**config.mk**
```make
export PLATFORM = sky130hd
export DESIGN_NAME = parking_countdown
export DESIGN_NICKNAME = d
export VERILOG_FILES = /design/src/rtl/parking_pkg.sv /design/src/rtl/parking_countdown_tick_gen.sv /design/src/rtl/parking_countdown.sv
export SDC_FILE = /design/constraint.sdc
export NUM_CORES = 1
export LEC_CHECK = 0
export BUFFER_PORTS_ARGS = -buffer_cell sky130_fd_sc_hd__buf_2
export CORE_UTILIZATION = 49
export CTS_BUF_LIST = sky130_fd_sc_hd__clkbuf_16
export DETAILED_ROUTE_END_ITERATION = 16
export PLACE_DENSITY = 0.67
export SLEW_MARGIN = 20
export SYNTH_ARGS = -nofsm -noshare
export SYNTH_HDL_FRONTEND = slang
export SYNTH_SLANG_ARGS = --single-unit
```
**constraint.sdc**
```tcl
create_clock -name clk -period 2.4 [get_ports clk]
set_input_delay 0.12 -clock clk [delete_from_list [all_inputs] [get_ports clk]]
set_output_delay 0.12 -clock clk [all_outputs]
set_load 0.03 [all_outputs]
```
**src/rtl/parking_pkg.sv**
```systemverilog
// -----------------------------------------------------------------------------
// parking_pkg
// Shared definitions for the parking meter datapath. The coin stage and the
// countdown stage both import this package so that they agree on the width of
// a time value and on its upper limit.
//
// Contents:
//   TIME_W        width of every time value (units of purchased time)
//   MAX_TIME_DEF  default saturation limit for purchased time
//   meter_state_t countdown controller states
// -----------------------------------------------------------------------------
package parking_pkg;

    localparam int TIME_W       = 8;
    localparam int MAX_TIME_DEF = 99;

    typedef enum logic [1:0] {
        IDLE    = 2'd0,
        RUN     = 2'd1,
        EXPIRED = 2'd2
    } meter_state_t;

endpackage : parking_pkg

```
**src/rtl/parking_countdown_tick_gen.sv**
```systemverilog
// -----------------------------------------------------------------------------
// tick_gen
// Free-running modulo-DIV counter that produces a single-cycle tick on the
// cycle its count sits at DIV-1. Used both as the one-second prescaler and as
// the expiry LED blink divider.
//
// Ports:
//   clk    in   system clock, rising edge
//   reset  in   asynchronous active-low reset
//   clear  in   synchronous clear; forces the count to 0 and masks the tick
//   en     in   count enable
//   tick   out  high for one cycle every DIV enabled cycles
// -----------------------------------------------------------------------------
module tick_gen #(
    parameter int DIV = 2
) (
    input  logic clk,
    input  logic reset,
    input  logic clear,
    input  logic en,
    output logic tick
);

    localparam int              CNT_W = $clog2(DIV);
    localparam logic [CNT_W-1:0] LAST  = CNT_W'(DIV - 1);

    logic [CNT_W-1:0] cnt_q;
    logic [CNT_W-1:0] cnt_d;

    always_comb begin
        // NOTE: every combinational output gets a default first so that no
        // path through the block leaves it unassigned (which would infer a latch).
        cnt_d = cnt_q;
        if (clear) begin
            cnt_d = '0;
        end else if (en) begin
            cnt_d = (cnt_q == LAST) ? '0 : cnt_q + 1'b1;
        end
    end

    // A clear in the same cycle wins over the tick so that the owner can
    // abandon a period without acting on it.
    assign tick = en & ~clear & (cnt_q == LAST);

    // NOTE: state is updated with non-blocking assignments only; blocking
    // assignments here would make the result depend on process ordering.
    always_ff @(posedge clk or negedge reset) begin
        if (!reset) begin
            cnt_q <= '0;
        end else begin
            cnt_q <= cnt_d;
        end
    end

endmodule : tick_gen

```
**src/rtl/parking_countdown.sv**
```systemverilog
// -----------------------------------------------------------------------------
// parking_countdown
// Countdown stage of the parking meter. While idle the display follows the
// purchased time; a rising edge on the start switch latches it and counts it
// down once per TICK_DIV cycles. Reaching zero enters EXPIRED, where the LED
// blinks until the switch is released.
//
// Ports:
//   clk        in   system clock, rising edge
//   reset      in   asynchronous active-low reset
//   time_in    in   purchased time from the coin stage (clamped to MAX_TIME)
//   sw_start   in   start switch level, synchronous to clk
//   time_left  out  remaining time, 0..MAX_TIME
//   bcd_tens   out  tens digit of time_left
//   bcd_ones   out  ones digit of time_left
//   running    out  high while counting down
//   expired    out  high once the time has run out
//   led_blink  out  expiry blink, low outside EXPIRED
// -----------------------------------------------------------------------------
module parking_countdown
    import parking_pkg::*;
#(
    parameter int TICK_DIV  = 50_000_000,
    parameter int BLINK_DIV = 25_000_000,
    parameter int MAX_TIME  = MAX_TIME_DEF
) (
    input  logic              clk,
    input  logic              reset,
    input  logic [TIME_W-1:0] time_in,
    input  logic              sw_start,
    output logic [TIME_W-1:0] time_left,
    output logic [3:0]        bcd_tens,
    output logic [3:0]        bcd_ones,
    output logic              running,
    output logic              expired,
    output logic              led_blink
);

    localparam logic [TIME_W-1:0] MAX_T = TIME_W'(MAX_TIME);
    localparam logic [TIME_W-1:0] ONE_T = TIME_W'(1);

    meter_state_t      state_q,     state_d;
    logic [TIME_W-1:0] time_left_q, time_left_d;
    logic              led_blink_q, led_blink_d;
    logic              sw_start_q;

    logic [TIME_W-1:0] tin;
    logic              start_rise;
    logic              sec_tick;
    logic              blink_tick;
    logic              in_run;
    logic              in_expired;

    assign tin        = (time_in > MAX_T) ? MAX_T : time_in;
    assign start_rise = sw_start & ~sw_start_q;
    assign in_run     = (state_q == RUN);
    assign in_expired = (state_q == EXPIRED);

    // The prescaler is held at 0 outside RUN, so the first decrement lands
    // exactly TICK_DIV cycles after entry. Releasing the switch clears it
    // and masks a coincident tick.
    tick_gen #(.DIV(TICK_DIV)) u_sec_tick (
        .clk   (clk),
        .reset (reset),
        .clear (~in_run | ~sw_start),
        .en    (in_run),
        .tick  (sec_tick)
    );

    tick_gen #(.DIV(BLINK_DIV)) u_blink_tick (
        .clk   (clk),
        .reset (reset),
        .clear (~in_expired | ~sw_start),
        .en    (in_expired),
        .tick  (blink_tick)
    );

    always_comb begin
        state_d     = state_q;
        time_left_d = time_left_q;
        led_blink_d = 1'b0;

        case (state_q)
            IDLE: begin
                // Display follows coins as they are inserted; the same value
                // is the one latched on start.
                time_left_d = tin;
                if (start_rise && (tin != '0)) begin
                    state_d = RUN;
                end
            end

            RUN: begin
                if (!sw_start) begin
                    state_d = IDLE;
                end else if (sec_tick) begin
                    if (time_left_q <= ONE_T) begin
                        time_left_d = '0;
                        state_d     = EXPIRED;
                    end else begin
                        time_left_d = time_left_q - ONE_T;
                    end
                end
            end

            EXPIRED: begin
                time_left_d = '0;
                if (!sw_start) begin
                    state_d = IDLE;
                end else begin
                    led_blink_d = led_blink_q ^ blink_tick;
                end
            end

            // The unused encoding falls back to a clean idle.
            default: begin
                state_d     = IDLE;
                time_left_d = '0;
            end
        endcase
    end

    always_ff @(posedge clk or negedge reset) begin
        if (!reset) begin
            state_q     <= IDLE;
            time_left_q <= '0;
            led_blink_q <= 1'b0;
            sw_start_q  <= 1'b0;
        end else begin
            state_q     <= state_d;
            time_left_q <= time_left_d;
            led_blink_q <= led_blink_d;
            sw_start_q  <= sw_start;
        end
    end

    assign time_left = time_left_q;
    assign bcd_tens  = 4'(time_left_q / TIME_W'(10));
    assign bcd_ones  = 4'(time_left_q % TIME_W'(10));
    assign running   = in_run;
    assign expired   = in_expired;
    assign led_blink = led_blink_q;

endmodule : parking_countdown

```
==> run summary, run 1 <==
Critical Path Start: time_left[4]
Setup violations, final: 0
Max Fclk: 417.1 MHz
sequential share of the synthesized area: 41.65%
RSZ-0062 raised after global routing: true
crit share post-route: 99.89%
wire per inst: 14.01 um
Root Buffer: clkbuf_16
CTS tree: built
final slew viol count: 0
global-route wire length before repair: 14,140 um
drt pass-1 iters: 4
Async S/R FF share, synth: 100.0%
Synth Cell Area: 3785 um2
crit path DAT: 2.28 ns
drt drc: 0
ant diodes: 0
PortBufs: 29
IO Count: 30
most frequent cells in the layout: 70 x nor2_1, 58 x dfrtp_1, 37 x nand2_1, 27 x xor2_1, 26 x buf_2
GRT Overall Usage: 21.44%
#FFs+latches synth: 63
die height: 89.89 um
largest net degree at the start of global routing: 33
CTS Buf Count: 9
cell area power density: 1064 nW/um2
hpwl dp: 5748 um
post-route antenna net violation count: 0
fin crit period: 2.397 ns
Mean Syn Cell Area: 8.782 um2
Fin Hold WS: 0.09210 ns
hold path cells: 3
vias in the first global route: 3,067
hold_sp: time_in[3]
clk_lat worst skew: 0.32 ns
cell count after synthesis: 431
Initial Util: 51.36%
DR vias: 3,208
GRT busiest layer: met2
skew final: 0.007028 ns
Starting DRT DRC Count: 142
R2R cell count: 6
clock-pin slew on the worst setup and hold paths: 0.05 ns
Least-Margin Pin Slew: 0.7225 ns
Warnings, synthesis: 0
Leakage: 1.876 nW
Vias/cell: 5.512
post-route total power: 4.829 mW
Die ar.: 8079 um2
Hold Crit Class: input port to flip-flop
share of layout cells above drive strength 1: 19.25%
Slew headroom: 51.83%
Synth cell types: 59
gpl congestion: 0.8442
commonest non-fill, non-tap cell in the layout: nor2_1
Startpoint Class: flip-flop
clock tree buffer depth: 2
htree depth: 3
Critical Path Fanout Max: 10
met1 usage: 28.71%
initial antenna violation count: 0
reg2reg start: u_sec_tick.cnt_q[2]
GRT overflow: 0
Req. time, crit path: 2.28 ns
Syn Nets: 448
Final Hold Fails: 0
kind of critical path: flip-flop to output port
top_reg_cell synth: dfrtp_1
Max Cap Viol: 0
Routed WL: 8154 um
number of flops mapped to enable cells by yosys: 0
worst vdd ir: 0.4703 mV
Die X: 89.89 um
crit end category: output port
Rows: 31
status: complete, no violations
Core ar.: 7370 um2
met2 Resource Use GR: 34.10%
# clock sinks: 63
Area growth, synth to finish: 19.93%
NumNets Final: 496
met3 GRT Util: 4.061%
logic make-up (layout without fill, tap and decap cells):
group | count (synthesis) | count (layout) | share of synthesized area [%]
and+or+nand+nor | 206 | 206 | 27.27
AOI/OAI and AO/OA | 69 | 69 | 12.33
DFF | 63 | 63 | 41.65
xor gates and xnor gates | 53 | 53 | 12.46
buffers and inverters | 31 | 83 | 3.438
adders and majority gates | 6 | 6 | 1.983
muxes | 3 | 3 | 0.8595
power breakdown:
group	total, mW	internal, mW	switching [mW]
logic	2.48	0.997	1.48
clock network	1.09	0.670	0.419
registers	1.26	1.14	0.128
flip-flops by register name, summed over array words and instances (netlist names):
signal and count:
sw_start_q 1, u_sec_tick.cnt_q 26, state_q 2, u_blink_tick.cnt_q 25, time_left 8, led_blink 1
worst paths after layout:
path | end | slack (ns)
worst max-delay path | bcd_tens[0] | 0.003
worst min-delay path | time_left[3] | 0.09
worst max register to register | time_left[1] | 0.30
worst min register to register | state_q[0] | 0.52
max in group asynchronous | time_left[2] | 1.36
min in group asynchronous | u_blink_tick.cnt_q[0] | 0.40
Yosys cell counts, types with 5 or more instances:
library cell	n	area share (%)
nor2_1	70	6.9
dfrtp_1	63	42
nand2_1	38	3.8
xor2_1	27	6.2
xnor2_1	25	5.8
nand3_1	23	3.0
o21ai_0	13	1.7
a21oi_1	12	1.6
clkbuf_1	12	1.2
nand4_1	11	1.8
nor3_1	10	1.3
and3_1	9	1.5
inv_1	9	0.89
buf_2	8	1.1
nor2b_1	8	1.3
o21ai_1	8	1.1
o211ai_1	7	1.4
or3_1	7	1.2
ha_1	6	2.0
nor4b_1	5	1.2
worst max-delay path, stage by stage, from the launching register on:
cell and delay [ns]:
dfrtp_2 0.47, buf_6 0.17, and3b_1 0.19, a32o_1 0.23, a221oi_2 0.24, o21ai_2 0.13, a21boi_1 0.14, a211o_1 0.25
buf_6 0.14
per-stage QoR:
stage / util, % / instance area [um2] / cells / setup TNS, ns / setup WS (ns)
finish: 61.60 / 4539 / 582 / 0 / 0.002734
global placement: 56.38 / 4155 / 561 / 0 / 0.1433
global route: 61.60 / 4539 / 582 / -0.3717 / -0.1227
floorplan: - / 3790 / 431 / 0 / 0.01500
detailed placement: 56.38 / 4155 / 561 / 0 / 0.09177
CTS: 61.19 / 4509 / 582 / -0.00008682 / -0.00008682
cell type report:
cell class              count  area (um2)
well taps                  99       123.9
flip-flops and latches     63        1583
multi-input cells         337        2142
repair buffers             59       407.9
clock inverters             6       23.77
inverters                   9       33.78
fillers                   693        2830
clock buffers               9       225.2
routing by layer:
| metal | vias to the layer above | share of wire (%) |
|---|---|---|
| li1 | 1592 | - |
| met1 | 1547 | 48 |
| met2 | 57 | 47 |
| met3 | 12 | 3.3 |
| met4 | 0 | 1.5 |
| met5 | - | 0 |
what timing repair did:
item / CTS / global route
pin swaps: 5 / 2
resized for setup: 17 / 9
buffers inserted: 4 / 0
hold buffers: 2 / 0
endpoints found under the hold margin: 32 / 0
setup endpoints to repair: 4 / 4
(Power assumes the default switching activity.)
==> inputs of run 2 (changes only) <==
--- a/config.mk
+++ b/config.mk
@@ -10,6 +10,7 @@
 export CTS_BUF_LIST = sky130_fd_sc_hd__clkbuf_16
 export DETAILED_ROUTE_END_ITERATION = 16
 export PLACE_DENSITY = 0.67
+export SETUP_SLACK_MARGIN = 0.1
 export SLEW_MARGIN = 20
 export SYNTH_ARGS = -nofsm -noshare
 export SYNTH_HDL_FRONTEND = slang
==> run 2 against run 1 <==
Compared with the run above:
- the flow now finishes with violations (setup timing)
- register-to-register slack lost 0.04 ns
- die area is the same
- via count grew 1.7%
- core utilization grew 1.5 points
- non-clock buffer count grew 3
- flip-flop and latch count is the same
- critical endpoint is now bcd_ones[1]
==> run summary, run 2 (synthesis results as in run 1) <==
Hold EP: sw_start_q
crit share post-route: 101.0%
met1 usage: 28.87%
Vias/cell: 5.565
failing checks: setup timing
Largest delay share family, worst path: compound AO/OA/AOI/OAI gates
kind of critical path: flip-flop to output port
CTS Buf Count: 9
worst vdd ir: 0.5862 mV
met3 GRT Util: 5.415%
most frequent cells in the layout: 70 x nor2_1, 57 x dfrtp_1, 38 x nand2_1, 29 x buf_4, 27 x xor2_1
DR vias: 3,261
Initial Util: 51.36%
IO Count: 30
slowest cell delay on critical path: 0.47 ns
Root Buffer: clkbuf_16
global-route wire length before repair: 14,810 um
Slowest cell on crit path: dfrtp_2
reg2reg start: time_left[2]
Req. time, crit path: 2.28 ns
sw power: 2.138 mW
Comb pwr share: 50.2%
P_int: 3.185 mW
# clock sinks: 63
setup ws final: -0.02348 ns
Max Cap Viol: 0
clk_lat worst skew: 0.33 ns
Die X: 89.89 um
initial antenna violation count: 0
gpl congestion: 0.8471
critical path cell sequence: buf_6 > or2_4 > a22o_1 > o32a_1 > o21ai_4 > o21a_1 > nor3_4 > buf_6
hold path cells: 1
skew final: 0.006968 ns
Flop pwr share: 24.5%
r2r endpoint: time_left[1]
clock tree buffer depth: 2
CTS tree: built
Final Hold Fails: 0
GRT busiest layer: met2
fill cell count: 655
commonest non-fill, non-tap cell in the layout: nor2_1
final instance area: 4652 um2
status: finished with violations
Area growth, synth to finish: 22.91%
Largest Register: u_sec_tick.cnt_q
post-place setup slack: 0.1341 ns
GRT Overall Usage: 22.55%
Hold Crit Class: input port to flip-flop
Starting DRT DRC Count: 126
Least-Margin Pin Slew: 0.5762 ns
Setup violations, final: 2
largest net degree at the start of global routing: 47
Final Util: 63.12%
fin crit period: 2.423 ns
Die ar.: 8079 um2
Buffers & Inverters on Critical Path: 2
critical path's most frequent cell: buf_6
Worst R2R Setup Slack: 0.26 ns
share of layout cells above drive strength 1: 21.36%
Largest register FFs: 26
wire per inst: 14.37 um
PortBufs: 29
Clock power frac: 25.3%
hold_sp: sw_start
GRT overflow: 0
Max Fclk: 412.6 MHz
drt pass-1 iters: 4
vias in the first global route: 3,216
Critical Path Fanout Max: 7
final slew viol count: 0
Startpoint Class: flip-flop
cell area power density: 1144 nW/um2
met2 Resource Use GR: 36.86%
Rows: 31
Placement Cell Area: 4151 um2
crit path DAT: 2.30 ns
die height: 89.89 um
Core ar.: 7370 um2
crit end category: output port
Leakage: 1.907 nW
R2R cell count: 8
hpwl dp: 5618 um
clock-pin slew on the worst setup and hold paths: 0.05 ns
htree depth: 3
RSZ-0062 raised after global routing: true
post-route antenna net violation count: 0
sw frac: 40.16%
drt drc: 0
ant diodes: 0
Slew headroom: 61.23%
Routed WL: 8419 um
NumNets Final: 499
[run 2: final cells by class]
type	instances	area, um2	share of cell area [%]
Multi-Input combinational cell	337	2155	46.32
Tap cell	99	123.9	2.663
Timing Repair Buffer	62	440.4	9.467
Clock inverter	7	87.58	1.883
Inverter	9	33.78	0.7262
Clock buffer	9	225.2	4.841
Sequential cell	63	1587	34.10
[run 2: what timing repair did]
action,CTS,global route
pin swaps,9,0
hold endpoints to repair,17,0
gates cloned,0,0
setup endpoints to repair,4,6
hold buffers,1,0
setup buffers,9,2
resized for setup,24,3
[run 2: how the worst max path moves through the flow]
stage / from / end / cells after the start
after floorplan: time_left[5] / bcd_tens[0] / 7
after global placement: time_left[6] / bcd_tens[0] / 7
after detailed placement: time_left[6] / bcd_tens[0] / 7
after CTS: time_left[4] / bcd_ones[1] / 8
after global routing: time_left[4] / bcd_ones[2] / 9
final: time_left[4] / bcd_ones[1] / 8
[run 2: metrics by stage]
stage	instances	hold WS [ns]	power [mW]	TNS, ns
after global routing	586	0.005075	5.616	-0.3319
after detailed placement	558	0.08671	3.518	0
after CTS	584	0.0008694	5.294	-0.003810
after global placement	558	0.07899	3.494	0
final	586	0.005442	5.324	-0.02839
after floorplan	431	-0.1756	2.924	0
[run 2: power by group through the flow]
stage / Combinational, mW / Sequential (mW) / Clock, mW
2_1_floorplan: 1.59 / 1.34 / 0
3_3_place_gp: 2.18 / 1.31 / 0
3_5_place_dp: 2.20 / 1.32 / 0
4_1_cts: 2.62 / 1.29 / 1.38
5_1_grt: 2.87 / 1.32 / 1.43
6_report: 2.67 / 1.30 / 1.35
[run 2: routing by layer]
metal / share of wire [%] / vias up
li1: - / 1596
met1: 45 / 1568
met2: 48 / 78
met3: 4.4 / 19
met4: 2.3 / 0
met5: 0 / -
